**src/rtl/pll_supervisor.sv**
```systemverilog
`default_nettype none
// ============================================================================
// pll_supervisor
//   PLL reset/lock supervisor: sequences pll_rst and holds sys_rst until the
//   synchronized lock has been stable. PLL_SUPERVISOR_RETRY_EN enables the lock
//   timeout with a saturating retry counter.
//   Rev 1.0 - initial release
// ============================================================================
module pll_supervisor #(
    parameter int RST_CYCLES    = 16,
    parameter int STABLE_CYCLES = 1024,
    parameter int LOCK_TIMEOUT  = 50000,
    parameter int CNT_W         = 16
) (
    input  logic       refclk,
    input  logic       rst,
    input  logic       locked,
    input  logic       req_reset,
    output logic       pll_rst,
    output logic       sys_rst,
    output logic       ready,
    output logic [3:0] retry_cnt,
    output logic       lock_lost
);

    typedef enum logic [1:0] {
        S_RESET  = 2'd0,
        S_WAIT   = 2'd1,
        S_STABLE = 2'd2,
        S_RUN    = 2'd3
    } state_t;

    if (RST_CYCLES < 2 || STABLE_CYCLES < 1 || LOCK_TIMEOUT <= STABLE_CYCLES) begin : g_param_check
        $error("pll_supervisor: invalid parameter set");
    end

    state_t             state;
    state_t             state_nxt;
    logic [CNT_W-1:0]   cnt;
    logic [CNT_W-1:0]   cnt_nxt;
    logic               sync_q1;
    logic               lock_s;
    logic               lost_set;
    logic               timeout;

`ifdef PLL_SUPERVISOR_RETRY_EN
    logic [CNT_W-1:0]   to_cnt;
    logic               in_acquire;

    assign in_acquire = (state == S_WAIT) || (state == S_STABLE);
    assign timeout    = in_acquire && (to_cnt == CNT_W'(LOCK_TIMEOUT - 1));

    // retry_cnt only advances when the timeout actually wins over req_reset
    always_ff @(posedge refclk or posedge rst) begin
        if (rst) begin
            to_cnt    <= '0;
            retry_cnt <= 4'd0;
        end else begin
            to_cnt <= (in_acquire && !timeout) ? to_cnt + 1'b1 : '0;
            if (timeout && !req_reset && retry_cnt != 4'd15)
                retry_cnt <= retry_cnt + 4'd1;
        end
    end
`else
    assign timeout   = 1'b0;
    assign retry_cnt = 4'd0;
`endif

    // cnt is shared: reset-pulse length in S_RESET, lock stability in S_STABLE
    always_comb begin
        state_nxt = state;
        cnt_nxt   = cnt;
        lost_set  = 1'b0;
        if (req_reset) begin
            state_nxt = S_RESET;
            cnt_nxt   = '0;
            lost_set  = (state == S_RUN) && !lock_s;
        end else if (timeout) begin
            state_nxt = S_RESET;
            cnt_nxt   = '0;
        end else begin
            case (state)
                S_RESET: begin
                    if (cnt == CNT_W'(RST_CYCLES - 1)) begin
                        state_nxt = S_WAIT;
                        cnt_nxt   = '0;
                    end else begin
                        cnt_nxt = cnt + 1'b1;
                    end
                end
                S_WAIT: begin
                    if (lock_s) begin
                        state_nxt = S_STABLE;
                        cnt_nxt   = '0;
                    end
                end
                S_STABLE: begin
                    if (!lock_s) begin
                        state_nxt = S_WAIT;
                        cnt_nxt   = '0;
                    end else if (cnt == CNT_W'(STABLE_CYCLES - 1)) begin
                        state_nxt = S_RUN;
                        cnt_nxt   = '0;
                    end else begin
                        cnt_nxt = cnt + 1'b1;
                    end
                end
                S_RUN: begin
                    if (!lock_s) begin
                        state_nxt = S_RESET;
                        cnt_nxt   = '0;
                        lost_set  = 1'b1;
                    end
                end
                default: begin
                    state_nxt = S_RESET;
                    cnt_nxt   = '0;
                end
            endcase
        end
    end

    always_ff @(posedge refclk or posedge rst) begin
        if (rst) begin
            sync_q1   <= 1'b0;
            lock_s    <= 1'b0;
            state     <= S_RESET;
            cnt       <= '0;
            pll_rst   <= 1'b1;
            sys_rst   <= 1'b1;
            ready     <= 1'b0;
            lock_lost <= 1'b0;
        end else begin
            sync_q1   <= locked;
            lock_s    <= sync_q1;
            state     <= state_nxt;
            cnt       <= cnt_nxt;
            pll_rst   <= (state_nxt == S_RESET);
            sys_rst   <= (state_nxt != S_RUN);
            ready     <= (state_nxt == S_RUN);
            if (lost_set)
                lock_lost <= 1'b1;
        end
    end

endmodule
`default_nettype wire
```
**config.mk**
```make
export PLATFORM = sky130hd
export DESIGN_NAME = pll_supervisor
export DESIGN_NICKNAME = d
export VERILOG_FILES = /design/src/rtl/pll_supervisor.sv
export SDC_FILE = /design/constraint.sdc
export NUM_CORES = 1
export LEC_CHECK = 0
export BUFFER_PORTS_ARGS = -buffer_cell sky130_fd_sc_hd__buf_4
export CAP_MARGIN = 20
export CORE_ASPECT_RATIO = 0.8
export CORE_MARGIN = 3
export CORE_UTILIZATION = 30
export DETAILED_ROUTE_END_ITERATION = 12
export SYNTH_ARGS = -nofsm -noshare
export SYNTH_HDL_FRONTEND = slang
export SYNTH_SLANG_ARGS = --single-unit
```
**constraint.sdc**
```tcl
create_clock -name refclk -period 2.48 [get_ports refclk]
set_input_delay 0.248 -clock refclk [delete_from_list [all_inputs] [get_ports refclk]]
set_output_delay 0.248 -clock refclk [all_outputs]
set_load 0.01 [all_outputs]
```
==> run_results.csv <==
group,metric,value,unit
placement,gp_congestion,0.810,
yosys,synth_cell_types,38,
yosys,ys_seq_area_frac,0.469,
clock_tree,cts.path.max_buffers,2,
routing,drt_pre_antenna_iters,4,
timing,final_hold_viol_count,0,
yosys,synth_area_leaders,"dfrtp_1 (43%), dfstp_2 (4.1%), nor2_1 (3.2%), nand3_1 (2.7%), xor2_1 (2.7%)",
setup_path,critPathMaxFanout,12,
setup_path,cp-startpoint,"cnt[0]",
power_and_ir_drop,total_power,700,uW
setup_path,cp_data_required_time,2.68,ns
setup_path,crit_family,"simple AND/OR/NAND/NOR gates",
grt,antenna_found_initial,0,
yosys,netlist.area_leader.share,0.428,
clock_tree,clk_pin_slew,0.08,ns
setup_path,worst-endpoint-arrival,2.36,ns
power_and_ir_drop,powerDensity,498,nW/um^2
placement,io_buffer_count,7,
yosys,avgSynthCellArea,10.1,sq um
grt,grt_pass1_wl,4.33,mm
setup_path,worst-path-stages,6,
routing,wl,2.44,mm
yosys,synth-edff-count,0,
placement,dp_hpwl,1.78,mm
yosys,ys_top_cells_by_count,"dfrtp_1 (22), nor2_1 (11), nand2_1 (9), nand3_1 (7)",
timing,clock_skew,0.00346,ns
die,fp-row-count,20,
setup_path,worstPathCellList,"ha_1 -> nand4_1 -> and4bb_1 -> o22ai_2 -> and2_1 -> a221o_1",
yosys,synth_seq_cells,24,
setup_path,cp_num_buf_inv,0,
job,drv_cap,0,
clock_tree,cts_made_buffers,3,
setup_path,regToRegSetupSlack,0.31,ns
timing,period_needed,2.17,ns
setup_path,max_stage_delay,0.50,ns
cells_and_area,drive_gt1_frac,0.194,
grt,overflow,0,
clock_tree,ctsHoldBuffers,0,
die,die_w,79.2,um
yosys,synth_top_cell_by_area,"dfrtp_1",
timing,rsz0062_at_grt,"no",
yosys,yosysWarnings,0,
hold_path,hold_path_class,"in -> reg",
placement,post_dp_cell_area,1360,sq um
setup_path,start_kind,"flop",
status,outcome,"finished, final reports clean",
clock_tree,clock_latency,0.26,ns
setup_path,crit_path_end,"cnt[15]",
yosys,ys_async_sr_fraction,1.00,
die,dieArea,5110,sq um
yosys,synth_cells,127,
timing,min_period_over_period,0.874,
power_and_ir_drop,vdd_drop_max,0.000316,V
power_and_ir_drop,power_leakage,0.609,nW
die,core_area,3950,sq um
yosys,synth_most_common_cell,"dfrtp_1",
setup_path,reg2regPathDepth,6,
setup_path,crit_type,"reg -> reg",
clock_tree,ctsResizeCount,0,
cells_and_area,antenna_cells,0,
clock_tree,post_cts_buffers,0,
routing,drt_iter0_markers,45,
clock_tree,clock_sinks,24,
die,start_util,0.325,
timing,drv_slew,0,
routing,vias,987,
timing,slew_headroom,0.414,
yosys,synthFlopType,"dfrtp_1",
clock_tree,h-tree-depth,1,
yosys,netlist_area,1280,sq um
grt,grt_use_total,0.110,
routing,post_drt_wl_per_cell,12.9,um
die,ioPinCount,12,
cells_and_area,nets,140,
timing,fmax,462,MHz
routing,routed_via_density,5.22,
setup_path,worst_setup_path_end_kind,"flop",
grt,grt_max_degree,25,
timing,final.setup.tns,0,ns
routing,drc,0,
die,fp.dieH,64.5,um
setup_path,worst_r2r_endpoint,"cnt[15]",
routing,drtAntennaViolNets,0,
cells_and_area,synthToLayoutAreaGrowth,9.45,%
cells_and_area,design_area,1410,sq um
clock_tree,cts_tree,"built",
timing,final-setup-viol-count,0,
timing,worst_pin_slew,0.878,ns
cells_and_area,fin_util,0.356,
setup_path,critical_path.slowest_cell,"o22ai_2",
setup_path,timing.rr.start,"cnt[0]",
clock_tree,root_buffer,"clkbuf_8",
grt,grt_pass1_vias,943,
==> cell families after synthesis <==
family	share of synthesized area
DFF	0.469
and+or+nand+nor	0.272
buffers and inverters	0.0584
xor gates and xnor gates	0.0409
AOI/OAI and AO/OA	0.147
adders and majority gates	0.00974
other	0.00292
==> sequential cells by signal, indices dropped and copies added (netlist names) <==
name       count
cnt           16
state          2
lock_lost      1
lock_s         1
pll_rst        1
ready          1
sync_q1        1
sys_rst        1
==> routing by layer <==
layer,vias up,routed length (um),global-route usage
met3,2,153,0.0389
met5,-,0,0
met1,487,1170,0.150
met4,0,39,0.0408
met2,25,1080,0.159
li1,473,-,-
==> layout make-up <==
class,count,area (sq um)
fill,418,2550
multi-input combinational,94,618
sequential,24,603
tap,55,68.8
timing repair buffer,7,52.6
clock buffer,4,45.0
inverter,5,18.8
==> worst min-delay path by stage <==
stage,start,endpoint,slack [ns],cells after the start
floorplan,rst,cnt[0],0.26,1
global placement,sync_q1,lock_s,0.34,0
detailed placement,sync_q1,lock_s,0.33,0
CTS,locked,sync_q1,0.08,1
global route,locked,sync_q1,0.07,1
finish,locked,sync_q1,0.09,1
==> cells in the final DEF, fill, tap and decap left out, types with 2 or more instances in the layout <==
cell,netlist,layout
nand2_1,9,9
nor3_1,3,3
or2_2,3,3
and4_2,3,3
xnor2_1,2,2
and3_1,4,4
xor2_1,4,4
clkbuf_8,0,3
nand3_1,7,7
and4bb_1,2,2
nor2_1,11,11
dfstp_2,2,2
a31oi_1,3,3
a22o_2,3,3
conb_1,1,4
and2_1,2,2
inv_1,5,5
buf_4,4,7
a21oi_1,5,5
o21ai_0,3,3
nand3b_1,3,3
nand2b_1,2,2
a22o_1,2,2
a31o_1,3,3
dfrtp_1,22,22
nand4_1,5,5
==> power by group <==
group	switching, mW	leakage [nW]	total, mW	internal, mW
logic	0.0296	0.266	0.0483	0.0188
clock network	0.117	0.0228	0.231	0.115
registers	0.0164	0.321	0.421	0.404
==> through the flow <==
step,cells,setup WS (ns),hold slack [ns]
2_1_floorplan,130,0.716,0.261
3_3_place_gp,185,0.442,0.338
3_5_place_dp,185,0.354,0.335
4_1_cts,189,0.349,0.0814
5_1_grt,189,0.104,0.0677
6_report,189,0.314,0.0861
Note: power is estimated with default switching activity, not from simulation.
